### src/rtl/gray_adaptive_binarize_if.sv
// Pixel stream in/out of the adaptive binarizer plus threshold control
// and frame-statistics status.
interface gray_adaptive_binarize_if;
    logic        per_frame_vsync;
    logic        per_frame_href;
    logic        per_frame_clken;
    logic [7:0]  per_img_Y;
    logic [10:0] per_setx;
    logic [9:0]  per_sety;
    logic        thresh_mode;
    logic [7:0]  manual_thresh;

    logic        post_frame_vsync;
    logic        post_frame_href;
    logic        post_frame_clken;
    logic [10:0] post_setx;
    logic [9:0]  post_sety;
    logic        post_img_Bit;
    logic [7:0]  cur_thresh;
    logic [7:0]  frame_mean;
    logic        frame_mean_valid;

    modport master (
        output per_frame_vsync,
        output per_frame_href,
        output per_frame_clken,
        output per_img_Y,
        output per_setx,
        output per_sety,
        output thresh_mode,
        output manual_thresh,
        input  post_frame_vsync,
        input  post_frame_href,
        input  post_frame_clken,
        input  post_setx,
        input  post_sety,
        input  post_img_Bit,
        input  cur_thresh,
        input  frame_mean,
        input  frame_mean_valid
    );

    modport slave (
        input  per_frame_vsync,
        input  per_frame_href,
        input  per_frame_clken,
        input  per_img_Y,
        input  per_setx,
        input  per_sety,
        input  thresh_mode,
        input  manual_thresh,
        output post_frame_vsync,
        output post_frame_href,
        output post_frame_clken,
        output post_setx,
        output post_sety,
        output post_img_Bit,
        output cur_thresh,
        output frame_mean,
        output frame_mean_valid
    );
endinterface

### src/rtl/gray_adaptive_binarize.sv
// Gray-to-binary with a threshold taken from the previous frame's mean
// luminance (divided during vertical blanking) or a manual host value.
module gray_adaptive_binarize #(
    parameter logic [11:0] IMG_HDISP  = 12'd1280,
    parameter logic [11:0] IMG_VDISP  = 12'd720,
    parameter logic [7:0]  DEF_THRESH = 8'd128
) (
    input logic clk,
    input logic rst,
    gray_adaptive_binarize_if.slave bus
);

    localparam int NPIX  = int'(IMG_HDISP) * int'(IMG_VDISP);
    localparam int CNT_W = $clog2(NPIX + 1);
    localparam int SUM_W = $clog2(NPIX * 255 + 1);
    localparam int IT_W  = $clog2(SUM_W);

    typedef enum logic [1:0] {
        IDLE,
        DIV,
        DONE
    } state_t;

    state_t state;

    logic             vsync_d;
    logic             pix;
    logic             fall;
    logic             rise;

    logic [SUM_W-1:0] sum;
    logic [CNT_W-1:0] cnt;

    logic [SUM_W-1:0] dvd;
    logic [SUM_W-1:0] quo;
    logic [CNT_W-1:0] dsr;
    logic [CNT_W-1:0] rem;
    logic [IT_W-1:0]  iter;

    logic [CNT_W:0]   rem_sh;
    logic [CNT_W-1:0] rem_sub;
    logic             take;
    logic [7:0]       q_sat;

    logic [7:0]       pending;
    logic [7:0]       thresh_q;
    logic [7:0]       sel_thresh;
    logic [7:0]       live_thresh;
    logic [7:0]       mean_q;
    logic             valid_q;

    logic             vs_q;
    logic             hr_q;
    logic             ck_q;
    logic [10:0]      x_q;
    logic [9:0]       y_q;
    logic             bit_q;

    assign pix  = bus.per_frame_vsync
                & bus.per_frame_href
                & bus.per_frame_clken;
    assign fall = vsync_d & ~bus.per_frame_vsync;
    assign rise = ~vsync_d & bus.per_frame_vsync;

    always_comb begin
        rem_sh  = {rem, dvd[SUM_W-1]};
        take    = (rem_sh >= {1'b0, dsr});
        // true difference is below dsr, so the top bit is always zero
        rem_sub = rem_sh[CNT_W-1:0] - dsr;
        q_sat   = (|quo[SUM_W-1:8]) ? 8'hFF : quo[7:0];
    end

    always_comb begin
        sel_thresh  = bus.thresh_mode ? bus.manual_thresh : pending;
        // the first pixel of a frame already sees the new threshold
        live_thresh = rise ? sel_thresh : thresh_q;
    end

    always_ff @(posedge clk) begin
        if (rst) begin
            vsync_d  <= 1'b0;
            vs_q     <= 1'b0;
            hr_q     <= 1'b0;
            ck_q     <= 1'b0;
            x_q      <= '0;
            y_q      <= '0;
            bit_q    <= 1'b0;
            thresh_q <= DEF_THRESH;
            pending  <= DEF_THRESH;
            mean_q   <= '0;
            valid_q  <= 1'b0;
            sum      <= '0;
            cnt      <= '0;
            dvd      <= '0;
            quo      <= '0;
            dsr      <= '0;
            rem      <= '0;
            iter     <= '0;
            state    <= IDLE;
        end else begin
            vsync_d <= bus.per_frame_vsync;
            vs_q    <= bus.per_frame_vsync;
            hr_q    <= bus.per_frame_href;
            ck_q    <= bus.per_frame_clken;
            x_q     <= bus.per_setx;
            y_q     <= bus.per_sety;
            bit_q   <= pix & (bus.per_img_Y > live_thresh);
            valid_q <= 1'b0;

            if (rise) begin
                thresh_q <= sel_thresh;
            end

            if (fall) begin
                sum <= '0;
                cnt <= '0;
            end else if (pix) begin
                sum <= sum + SUM_W'(bus.per_img_Y);
                cnt <= cnt + 1'b1;
            end

            unique case (state)
                IDLE: begin
                    if (fall && cnt != '0) begin
                        dvd   <= sum;
                        dsr   <= cnt;
                        rem   <= '0;
                        quo   <= '0;
                        iter  <= '0;
                        state <= DIV;
                    end
                end
                DIV: begin
                    dvd  <= {dvd[SUM_W-2:0], 1'b0};
                    rem  <= take ? rem_sub : rem_sh[CNT_W-1:0];
                    quo  <= {quo[SUM_W-2:0], take};
                    iter <= iter + 1'b1;
                    if (iter == IT_W'(SUM_W - 1)) begin
                        state <= DONE;
                    end
                end
                DONE: begin
                    mean_q  <= q_sat;
                    pending <= q_sat;
                    valid_q <= 1'b1;
                    state   <= IDLE;
                end
                default: state <= IDLE;
            endcase
        end
    end

    assign bus.post_frame_vsync = vs_q;
    assign bus.post_frame_href  = hr_q;
    assign bus.post_frame_clken = ck_q;
    assign bus.post_setx        = x_q;
    assign bus.post_sety        = y_q;
    assign bus.post_img_Bit     = bit_q;
    assign bus.cur_thresh       = thresh_q;
    assign bus.frame_mean       = mean_q;
    assign bus.frame_mean_valid = valid_q;

endmodule
### src/flat_wrapper.sv
// flat-port wrapper written by rule: the top's interface ports become plain ports
module gray_adaptive_binarize_flat 
#(
    parameter logic [11:0] IMG_HDISP  = 12'd1280,
    parameter logic [11:0] IMG_VDISP  = 12'd720,
    parameter logic [7:0]  DEF_THRESH = 8'd128
)
  (clk, rst, bus_per_frame_vsync, bus_per_frame_href, bus_per_frame_clken, bus_per_img_Y, bus_per_setx, bus_per_sety, bus_thresh_mode, bus_manual_thresh, bus_post_frame_vsync, bus_post_frame_href, bus_post_frame_clken, bus_post_setx, bus_post_sety, bus_post_img_Bit, bus_cur_thresh, bus_frame_mean, bus_frame_mean_valid);
  gray_adaptive_binarize_if bus_i ();
  input logic clk;
  input logic rst;
  input wire logic [$bits(bus_i.per_frame_vsync)-1:0] bus_per_frame_vsync;
  input wire logic [$bits(bus_i.per_frame_href)-1:0] bus_per_frame_href;
  input wire logic [$bits(bus_i.per_frame_clken)-1:0] bus_per_frame_clken;
  input wire logic [$bits(bus_i.per_img_Y)-1:0] bus_per_img_Y;
  input wire logic [$bits(bus_i.per_setx)-1:0] bus_per_setx;
  input wire logic [$bits(bus_i.per_sety)-1:0] bus_per_sety;
  input wire logic [$bits(bus_i.thresh_mode)-1:0] bus_thresh_mode;
  input wire logic [$bits(bus_i.manual_thresh)-1:0] bus_manual_thresh;
  output wire logic [$bits(bus_i.post_frame_vsync)-1:0] bus_post_frame_vsync;
  output wire logic [$bits(bus_i.post_frame_href)-1:0] bus_post_frame_href;
  output wire logic [$bits(bus_i.post_frame_clken)-1:0] bus_post_frame_clken;
  output wire logic [$bits(bus_i.post_setx)-1:0] bus_post_setx;
  output wire logic [$bits(bus_i.post_sety)-1:0] bus_post_sety;
  output wire logic [$bits(bus_i.post_img_Bit)-1:0] bus_post_img_Bit;
  output wire logic [$bits(bus_i.cur_thresh)-1:0] bus_cur_thresh;
  output wire logic [$bits(bus_i.frame_mean)-1:0] bus_frame_mean;
  output wire logic [$bits(bus_i.frame_mean_valid)-1:0] bus_frame_mean_valid;
  assign bus_i.per_frame_vsync = bus_per_frame_vsync;
  assign bus_i.per_frame_href = bus_per_frame_href;
  assign bus_i.per_frame_clken = bus_per_frame_clken;
  assign bus_i.per_img_Y = bus_per_img_Y;
  assign bus_i.per_setx = bus_per_setx;
  assign bus_i.per_sety = bus_per_sety;
  assign bus_i.thresh_mode = bus_thresh_mode;
  assign bus_i.manual_thresh = bus_manual_thresh;
  assign bus_post_frame_vsync = bus_i.post_frame_vsync;
  assign bus_post_frame_href = bus_i.post_frame_href;
  assign bus_post_frame_clken = bus_i.post_frame_clken;
  assign bus_post_setx = bus_i.post_setx;
  assign bus_post_sety = bus_i.post_sety;
  assign bus_post_img_Bit = bus_i.post_img_Bit;
  assign bus_cur_thresh = bus_i.cur_thresh;
  assign bus_frame_mean = bus_i.frame_mean;
  assign bus_frame_mean_valid = bus_i.frame_mean_valid;
  gray_adaptive_binarize #(.IMG_HDISP(IMG_HDISP), .IMG_VDISP(IMG_VDISP), .DEF_THRESH(DEF_THRESH)) u_core (.clk(clk), .rst(rst), .bus(bus_i));
endmodule
### config.mk
export PLATFORM = sky130hd
export DESIGN_NAME = gray_adaptive_binarize_flat
export DESIGN_NICKNAME = d
export VERILOG_FILES = /design/src/rtl/gray_adaptive_binarize_if.sv /design/src/rtl/gray_adaptive_binarize.sv /design/src/flat_wrapper.sv
export SDC_FILE = /design/constraint.sdc
export NUM_CORES = 1
export LEC_CHECK = 0
export ABC_CLOCK_PERIOD_IN_PS = 3350
export CORE_MARGIN = 4
export CORE_UTILIZATION = 41
export DETAILED_ROUTE_END_ITERATION = 6
export PLACE_DENSITY = 0.61
export SYNTH_ARGS = -nofsm -noshare
export SYNTH_HDL_FRONTEND = slang
export SYNTH_SLANG_ARGS = --single-unit
### constraint.sdc
create_clock -name clk -period 3.35 [get_ports clk]
set_input_delay 0.5025 -clock clk [delete_from_list [all_inputs] [get_ports clk]]
set_output_delay 0.5025 -clock clk [all_outputs]
set_load 0.02 [all_outputs]
==> impl_metrics.yaml, run 1 <==
grt:
  grt_pass1_vias: 6704
  grtUsageTotal_pct: 16.5
  overflow: 0
  grt_pass1_wl_mm: 33.3
  antenna_found_initial: 0
  grt_start_max_net_pins: 61
power:
  p_switching_mw: 1.18
  seq_power_share_pct: 48.8
  intPower_mw: 3.63
  comb_power_share_pct: 6.2
  powerDensity_mw_per_mm2: 450
  power_leakage_nw: 4.05
  ir_worst_vdd_uv: 336
  power_frac_clock_pct: 45.0
  p_sw_share_pct: 24.6
setup_path:
  worst-path-max-fanout: 49
  arrival_ns: 3.25
  required_ns: 3.71
  reg2reg_from: "u_core.cnt[0]"
  rr_worst_depth: 9
  cp-start-kind: "flip-flop"
  critical_path_class: "flip-flop to flip-flop"
  cp-end-kind: "flip-flop"
  r2r_slack_ns: 0.46
  rr_endpoint: "u_core.rem[16]"
hold_path:
  hold-path-endpoint: "u_core.quo[6]"
  whs_path_depth: 2
  hold_class: "flip-flop to flip-flop"
  min_from: "u_core.quo[6]"
cells_and_area:
  stdcell_area_mm2: 0.0107
  fin_nets: 1194
  area_growth_pct: 18.7
  final_layout_size_suffix_gt1_share_pct: 6.41
  diodes: 0
yosys:
  synthArstFlopShare_pct: 0
  synth_top_family_by_area: "simple AND/OR/NAND/NOR gates"
  synth_compound_area_share_pct: 16.5
  ys_seq_elements: 194
  synthAdderAreaFrac_pct: 5.87
  postSynthCellCount: 1049
  yosysWarnings: 0
  muxShareOfSynthArea_pct: 3.24
  synth_edf_count: 0
  synth_flop_cell: "dfxtp_1"
  syn_area_mm2: 0.00900
  seq_area_frac_synth_pct: 43.2
  synth-xor-area-share_pct: 4.96
  ys_types: 62
  synthSimpleGateAreaFrac_pct: 21.4
  syn-num-nets: 1133
  synth_area_per_cell_um2: 8.58
floorplanning:
  die_w_um: 156
  die_h_um: 156
  die-area_mm2: 0.0244
  start_util_pct: 42.3
  ioPinCount: 85
  placementRows: 53
  coreArea_mm2: 0.0213
clock_tree:
  htree_levels: 4
  clock-sinks: 194
  numCtsBuffers: 17
  cts_tree: "yes"
  post_cts_resized: 0
  clkSlewWorstSetupHoldPaths_ns: 0.08
  clk_latency_ns: 0.44
  cts_setup_buffers: 0
  holdBufCountCts: 0
  cts.path.max_buffers: 2
  clock-root-buffer: "clkbuf_16"
detailed_routing:
  drt_first_pass_iters: 5
  vias_per_cell: 5.16
  post_drt_wl_per_cell_um: 14.2
  wl_mm: 19.9
  drc: 0
  drtIter0Drc: 331
  vias: 7215
  ant_nets: 0
placement:
  io_buffers: 84
  hpwl_mm: 13.8
  gp_congestion: 0.801
  placed_area_mm2: 0.0100
run:
  maxCapViolations: 0
sta:
  finalHoldViolCount: 0
  slew_headroom_pct: 24.6
  min_period_over_period_pct: 86.3
  holdWs_ns: 0.445
  fin_crit_ns: 2.89
  fin_worst_skew_ns: 0.0171
  drv_slew: 0
  setup_viol: 0
  worst_pin_slew_ns: 1.13
  rsz0062_at_grt: "no"
  fin_setup_tns_ns: 0
  fmax_ghz: 0.346
outcome:
  status: "finished clean"
cells in the final DEF, fill, tap and decap left out, types with 4 or more instances in the layout:
cell type / netlist / layout
nand3_1: 18 / 18
nor2_1: 115 / 114
xnor2_1: 30 / 30
a21oi_1: 64 / 64
clkdlybuf4s50_1: 0 / 83
a22o_1: 23 / 23
ha_1: 39 / 39
o21ai_0: 35 / 35
and3_1: 9 / 9
or3_1: 8 / 8
a31oi_1: 6 / 6
nand4_1: 15 / 15
a211oi_1: 14 / 14
nor3_1: 16 / 16
nor2b_1: 34 / 34
mux2i_1: 28 / 28
and4_1: 6 / 6
clkinv_8: 0 / 4
nor4_1: 8 / 8
buf_4: 12 / 20
o21a_1: 5 / 5
inv_1: 36 / 36
a311oi_1: 25 / 25
o21ai_1: 14 / 14
inv_8: 0 / 4
clkbuf_16: 0 / 17
nand2_1: 164 / 164
dfxtp_1: 194 / 194
xor2_1: 21 / 21
nand2b_1: 13 / 11
critical path: stages (launching register included):
cell and delay (ns):
dfxtp_1 0.36, inv_1 0.07, ha_1 0.13, nor4b_1 0.26
nand4_1 0.21, o41ai_4 0.36, nand2_2 0.17, nor2_4 0.87
o2bb2a_1 0.30, o21ai_0 0.06
state kept, by name, summed over array words and instances, names as in the netlist, 2 cells and up:
name	flops
u_core.iter	5
u_core.quo	28
u_core.bus.cur_thresh	8
u_core.bus.frame_mean	8
u_core.bus.post_sety	10
u_core.bus.post_setx	11
u_core.dsr	20
u_core.state	2
u_core.cnt	20
u_core.rem	20
u_core.sum	28
u_core.dvd	28
worst max-delay path by stage:
stage / startpoint / to / depth (start not counted)
after floorplan: bus_per_img_Y[0] / u_core.sum[22] / 9
after global placement: bus_per_img_Y[0] / u_core.sum[18] / 11
after detailed placement: bus_per_frame_vsync / u_core.rem[16] / 8
after CTS: u_core.cnt[12] / u_core.rem[16] / 7
after global routing: u_core.cnt[0] / u_core.rem[17] / 9
final: u_core.cnt[0] / u_core.rem[16] / 9
synthesized netlist by cell type (all sizes together), types with 8 or more instances:
cell type | n | area (um2)
dfxtp | 194 | 3880
ha | 39 | 488
clkbuf | 39 | 146
and3 | 9 | 56.3
nand2b | 13 | 81.3
nand4 | 15 | 93.8
xnor2 | 30 | 263
mux2i | 28 | 280
a211oi | 14 | 105
or3 | 8 | 50.1
nand2 | 165 | 622
nor3 | 17 | 90.1
buf | 22 | 150
nor2 | 116 | 438
a22o | 23 | 201
nor4 | 8 | 50.1
a21oi | 64 | 320
inv | 37 | 139
o21ai | 49 | 245
nand3 | 19 | 108
xor2 | 21 | 184
a311oi | 25 | 219
nor2b | 34 | 213
power groups by stage:
stage / clock, mW / combinational, mW / sequential, mW
detailed placement: 0 / 0.300 / 2.40
finish: 2.16 / 0.298 / 2.35
global placement: 0 / 0.299 / 2.40
global route: 2.32 / 0.329 / 2.35
CTS: 2.22 / 0.302 / 2.35
floorplan: 0 / 0.147 / 2.42
cells by family (layout without fill, tap and decap cells):
| group | after synthesis | count (layout) |
|---|---|---|
| flops | 194 | 194 |
| buf+inv | 98 | 172 |
| simple gates | 418 | 418 |
| mux | 29 | 29 |
| fa+ha+maj | 41 | 41 |
| compound gates | 218 | 218 |
| xor+xnor | 51 | 51 |
through the flow:
step	utilization (%)	worst slack [ns]	std cells	power, mW
finish	50.2	0.459	1398	4.81
global route	50.2	0.129	1398	5.00
CTS	50.2	0.401	1398	4.87
detailed placement	47.2	0.322	1366	2.70
global placement	47.2	0.316	1366	2.70
floorplan	-	0.847	1049	2.57
final cells by class:
class	instances	area, um2
fillers	2014	10600
multi-input cells	757	4690
flip-flops and latches	194	3880
repair buffers	103	981
clock buffers	17	425
well taps	275	344
clock inverters	15	214
inverters	37	139
metal layers:
layer	up-vias	wire length (um)	GRT usage (%)	share of wire, %
li1	3758	-	-	-
met1	3341	10100	23.2	51
met2	103	8860	25.9	45
met3	13	748	3.25	3.8
met4	0	195	4.55	0.98
met5	-	0	0	0
(Power assumes the default switching activity.)
==> inputs of run 2 (changes only) <==
--- a/config.mk
+++ b/config.mk
@@ -5,11 +5,10 @@
 export SDC_FILE = /design/constraint.sdc
 export NUM_CORES = 1
 export LEC_CHECK = 0
-export ABC_CLOCK_PERIOD_IN_PS = 3350
 export CORE_MARGIN = 4
-export CORE_UTILIZATION = 41
+export CORE_UTILIZATION = 40
 export DETAILED_ROUTE_END_ITERATION = 6
-export PLACE_DENSITY = 0.61
+export PLACE_DENSITY = 0.6
 export SYNTH_ARGS = -nofsm -noshare
 export SYNTH_HDL_FRONTEND = slang
 export SYNTH_SLANG_ARGS = --single-unit
==> run 2 against run 1 <==
Net effect: total power shrank 2.6%; sequential power is essentially flat; core utilization shrank 1.8 points; clock power shrank 6%; via count is essentially flat; register-to-register slack gained 0.02 ns; count of clock-buffer cells in the layout is the same; final area shrank 0.50%; critical endpoint is now u_core.rem[17]; largest cell class unchanged; largest power group unchanged.
==> impl_metrics.yaml, run 2 (synthesized netlist as in run 1, its figures left out) <==
power:
  comb_power_share_pct: 6.4
  intPower_mw: 3.58
  power_mw: 4.68
  p_switching_mw: 1.10
  p_sw_share_pct: 23.5
  power_frac_clock_pct: 43.5
  powerDensity_mw_per_mm2: 441
  seq_power_share_pct: 50.1
  power_leakage_nw: 4.01
  ir_worst_vdd_uv: 340
cells_and_area:
  layout_commonest_cell: "dfxtp_1"
  stdcell_area_mm2: 0.0106
  multiInputGateArea_mm2: 0.00469
  largest_registers: "u_core.dvd (28), u_core.quo (28), u_core.sum (28)"
  final_layout_size_suffix_gt1_share_pct: 6.24
  fin_cells: 1401
  fillers: 2128
  final_cell_mix: "dfxtp_1 (194), nand2_1 (164), nor2_1 (114), clkdlybuf4s50_1 (83), a21oi_1 (64)"
  diodes: 0
  seqCellArea_mm2: 0.00388
  fin_nets: 1194
  area_growth_pct: 18.1
sta:
  finalHoldViolCount: 0
  fin_crit_ns: 2.87
  worst_pin_slew_ns: 1.13
  slew_headroom_pct: 24.5
  fin_worst_skew_ns: 0.00880
  rsz0062_at_grt: "no"
  holdWs_ns: 0.441
  drv_slew: 0
  fin_setup_tns_ns: 0
  min_period_over_period_pct: 85.6
  setup_viol: 0
  fmax_ghz: 0.349
clock_tree:
  cts_setup_buffers: 0
  htree_levels: 4
  post_cts_resized: 0
  cts.path.max_buffers: 2
  numCtsBuffers: 17
  clkSlewWorstSetupHoldPaths_ns: 0.07
  holdBufCountCts: 0
  clock-root-buffer: "clkbuf_16"
  cts_tree: "yes"
  clock-sinks: 194
  clk_latency_ns: 0.43
hold_path:
  whs_path_depth: 2
  hold_class: "flip-flop to flip-flop"
grt:
  grt_start_max_net_pins: 61
  grtUsageTotal_pct: 16.5
  grt_pass1_wl_mm: 33.6
  grt_pass1_vias: 6752
  antenna_found_initial: 0
  overflow: 0
run:
  maxCapViolations: 0
floorplanning:
  coreArea_mm2: 0.0220
  die_w_um: 158
  ioPinCount: 85
  start_util_pct: 41.0
  die_h_um: 158
  die-area_mm2: 0.0250
  placementRows: 54
detailed_routing:
  ant_nets: 0
  post_drt_wl_per_cell_um: 14.5
  drt_first_pass_iters: 4
  wl_mm: 20.3
  drtIter0Drc: 398
  vias_per_cell: 5.15
  vias: 7218
  drc: 0
placement:
  gp_congestion: 0.831
  placed_area_mm2: 0.0100
  io_buffers: 84
  hpwl_mm: 14.2
  placed_cells_incl_taps: 1371
setup_path:
  rr_worst_depth: 7
  worst-path-max-fanout: 49
  critical_path_class: "flip-flop to flip-flop"
  required_ns: 3.71
  cp-start-kind: "flip-flop"
  arrival_ns: 3.23
  cp-end-kind: "flip-flop"
outcome:
  status: "finished clean"
-- run 2: final cells by class --
class	instances	area share [%]
multi-input cells	757	44.2
flip-flops and latches	194	36.6
clock inverters	13	1.45
repair buffers	103	9.23
well taps	280	3.30
clock buffers	17	4.00
inverters	37	1.31
-- run 2: per-stage QoR --
| stage | setup WS (ns) | util (%) |
|---|---|---|
| 6_report | 0.482 | 48.4 |
| 5_1_grt | 0.0708 | 48.4 |
| 4_1_cts | 0.403 | 48.4 |
| 3_5_place_dp | 0.247 | 45.7 |
| 3_3_place_gp | 0.314 | 45.7 |
| 2_1_floorplan | 0.847 | - |
-- run 2: worst max-delay path, cell delays in order (launching register included) --
cell and delay, ns:
dfxtp_1 0.38, nor4_1 0.40, nand4_1 0.20, o41ai_4 0.39, nand2_2 0.17, nor2_4 0.87, o2bb2a_1 0.31, o21ai_1 0.07
-- run 2: power by group through the flow --
stage | clock network (mW) | registers (mW) | logic (mW)
floorplan | 0 | 2.42 | 0.147
global placement | 0 | 2.40 | 0.301
detailed placement | 0 | 2.40 | 0.303
CTS | 2.10 | 2.35 | 0.304
global route | 2.18 | 2.35 | 0.331
finish | 2.04 | 2.35 | 0.300
-- run 2: final timing paths --
| check | start | end | slack, ns |
|---|---|---|---|
| setup / recovery | u_core.cnt[12] | u_core.rem[17] | 0.48 |
| hold / removal | u_core.quo[0] | u_core.quo[0] | 0.44 |
| setup reg to reg | u_core.cnt[12] | u_core.rem[17] | 0.48 |
| hold reg to reg | u_core.quo[0] | u_core.quo[0] | 0.44 |
-- run 2: layer usage --
metal  GRT usage, %  wire length, um  up-vias
li1               -                -     3755
met1           23.1            10300     3329
met2           25.8             8930      115
met3           3.94              847       19
met4           4.35              263        0
met5              0                0        -
==> inputs of run 3 (changes only) <==
--- a/config.mk
+++ b/config.mk
@@ -5,10 +5,10 @@
 export SDC_FILE = /design/constraint.sdc
 export NUM_CORES = 1
 export LEC_CHECK = 0
-export CORE_MARGIN = 4
 export CORE_UTILIZATION = 40
 export DETAILED_ROUTE_END_ITERATION = 6
-export PLACE_DENSITY = 0.6
+export DONT_BUFFER_PORTS = 1
+export PLACE_DENSITY = 0.55
 export SYNTH_ARGS = -nofsm -noshare
 export SYNTH_HDL_FRONTEND = slang
 export SYNTH_SLANG_ARGS = --single-unit
==> run 3 against run 2 <==
Net effect: the run now ends with design-rule violations left; die area decreased by 7.5%; final cell count is 6.2% lower; flip-flop and latch count unchanged; clock skew grew 0.012 ns; combinational power decreased by 47%; total power fell by 2.0%; fmax is 4.2% higher; global-route usage up 0.95 points; non-clock buffer count shrank 89.
==> impl_metrics.yaml, run 3 (synthesized netlist as in run 1, its figures left out) <==
outcome:
  status: "complete, but fails checks"
  violations: "design-rule violations"
hold_path:
  whs_path_depth: 1
  min_from: "rst"
  hold_class: "input pin to flip-flop"
placement:
  hpwl_mm: 13.4
  io_buffers: 0
  gp_congestion: 0.822
  placed_area_mm2: 0.00920
  place_ws_ns: 0.605
sta:
  min_period_over_period_pct: 82.2
  rsz0062_at_grt: "no"
  drv_slew: 0
  fin_setup_tns_ns: 0
  setup_viol: 0
  finalHoldViolCount: 0
  fmax_ghz: 0.363
  fin_ws_ns: 0.597
  fin_worst_skew_ns: 0.0206
  fin_crit_ns: 2.75
  holdWs_ns: 0.132
  worst_pin_slew_ns: 1.07
  slew_headroom_pct: 28.8
grt:
  grtUsageTotal_pct: 17.5
  antenna_found_initial: 0
  grt_pass1_vias: 6457
  grt_pass1_wl_mm: 32.9
  overflow: 0
  grt_start_max_net_pins: 100
setup_path:
  rr_worst_depth: 10
  cp-start-kind: "flip-flop"
  rr_endpoint: "u_core.rem[3]"
  crit_path_end: "u_core.rem[3]"
  worst-path-max-fanout: 17
  r2r_slack_ns: 0.60
  arrival_ns: 3.02
  required_ns: 3.62
  critical_path_class: "flip-flop to flip-flop"
  crit_path_start: "u_core.dsr[1]"
  reg2reg_from: "u_core.dsr[1]"
  cp-end-kind: "flip-flop"
cells_and_area:
  layout_commonest_cell: "dfxtp_1"
  largest_registers: "u_core.dvd (28), u_core.quo (28), u_core.sum (28)"
  final_layout_size_suffix_gt1_share_pct: 6.38
  area_growth_pct: 8.83
  diodes: 0
  stdcell_area_mm2: 0.00979
  final_cell_mix: "dfxtp_1 (194), nand2_1 (164), nor2_1 (114), a21oi_1 (64), ha_1 (39)"
  fin_nets: 1105
power:
  power_leakage_nw: 3.70
  powerDensity_mw_per_mm2: 469
  ir_worst_vdd_uv: 336
floorplanning:
  die_w_um: 152
  die_h_um: 152
  start_util_pct: 41.0
  die-area_mm2: 0.0231
  placementRows: 54
  ioPinCount: 85
  coreArea_mm2: 0.0220
clock_tree:
  clk_latency_ns: 0.44
  clkSlewWorstSetupHoldPaths_ns: 0.07
  htree_levels: 4
  numCtsBuffers: 17
  cts_setup_buffers: 0
  holdBufCountCts: 0
  post_cts_resized: 0
  cts.path.max_buffers: 2
  clock-root-buffer: "clkbuf_16"
  cts_tree: "yes"
  clock-sinks: 194
detailed_routing:
  drt_first_pass_iters: 6
  post_drt_wl_per_cell_um: 15.0
  drc: 6
  wl_mm: 19.8
  ant_nets: 0
  vias_per_cell: 5.21
  vias: 6847
  drtIter0Drc: 407
run:
  maxCapViolations: 0
==> run 3: cell count changes in the layout (fill, tap and decap cells not counted) <==
cell / change
buf_4: -8
buf_12: +2
clkinv_4: -1
clkbuf_8: +1
inv_6: +1
clkinv_8: +4
clkdlybuf4s50_1: -83
clkinvlp_4: -3
inv_8: +2
bufinv_16: -2
==> run 3: worst max-delay path: stages (launching register included) <==
cell and delay [ns]:
dfxtp_1 0.38, inv_1 0.06, ha_1 0.28, nor2b_1 0.17
o2111ai_1 0.17, a31oi_1 0.49, o211ai_2 0.24, o21bai_4 0.30
buf_12 0.22, mux2i_1 0.19, o21ai_0 0.08
==> run 3: stage by stage <==
step	total power, mW	cells	utilization [%]
after floorplan	2.57	1049	-
after global placement	2.59	1282	41.9
after detailed placement	2.59	1282	41.9
after CTS	4.65	1314	44.6
after global routing	4.78	1314	44.6
final	4.59	1314	44.6
==> run 3: worst min-delay path by stage <==
stage	endpoint	slack, ns
after floorplan	u_core.quo[0]	0.42
after global placement	u_core.quo[0]	0.43
after detailed placement	u_core.dsr[2]	0.44
after CTS	u_core.dvd[12]	0.11
after global routing	u_core.bus.post_setx[5]	0.10
final	u_core.bus.post_setx[7]	0.13
==> run 3: routing by layer <==
metal / up-vias / track usage, % / part of all wire, %
li1: 3577 / - / -
met1: 3187 / 23.8 / 51
met2: 74 / 27.9 / 45
met3: 9 / 4.51 / 2.9
met4: 0 / 3.50 / 0.60
met5: - / 0 / 0
==> run 3: layout make-up <==
class                   count  area [um2]
inverters                  37         139
repair buffers             14         130
well taps                 280         350
clock buffers              18         439
multi-input cells         757        4690
flip-flops and latches    194        3880
fillers                  2153       12200
clock inverters            14         159
==> run 3: report_power, final <==
group	total [mW]	switching [mW]	internal (mW)	leakage [nW]
Sequential	2.37	0.0412	2.33	1.57
Combinational	0.160	0.0958	0.0642	1.84
Clock	2.06	1.03	1.03	0.289
Total	4.59	1.17	3.42	3.70
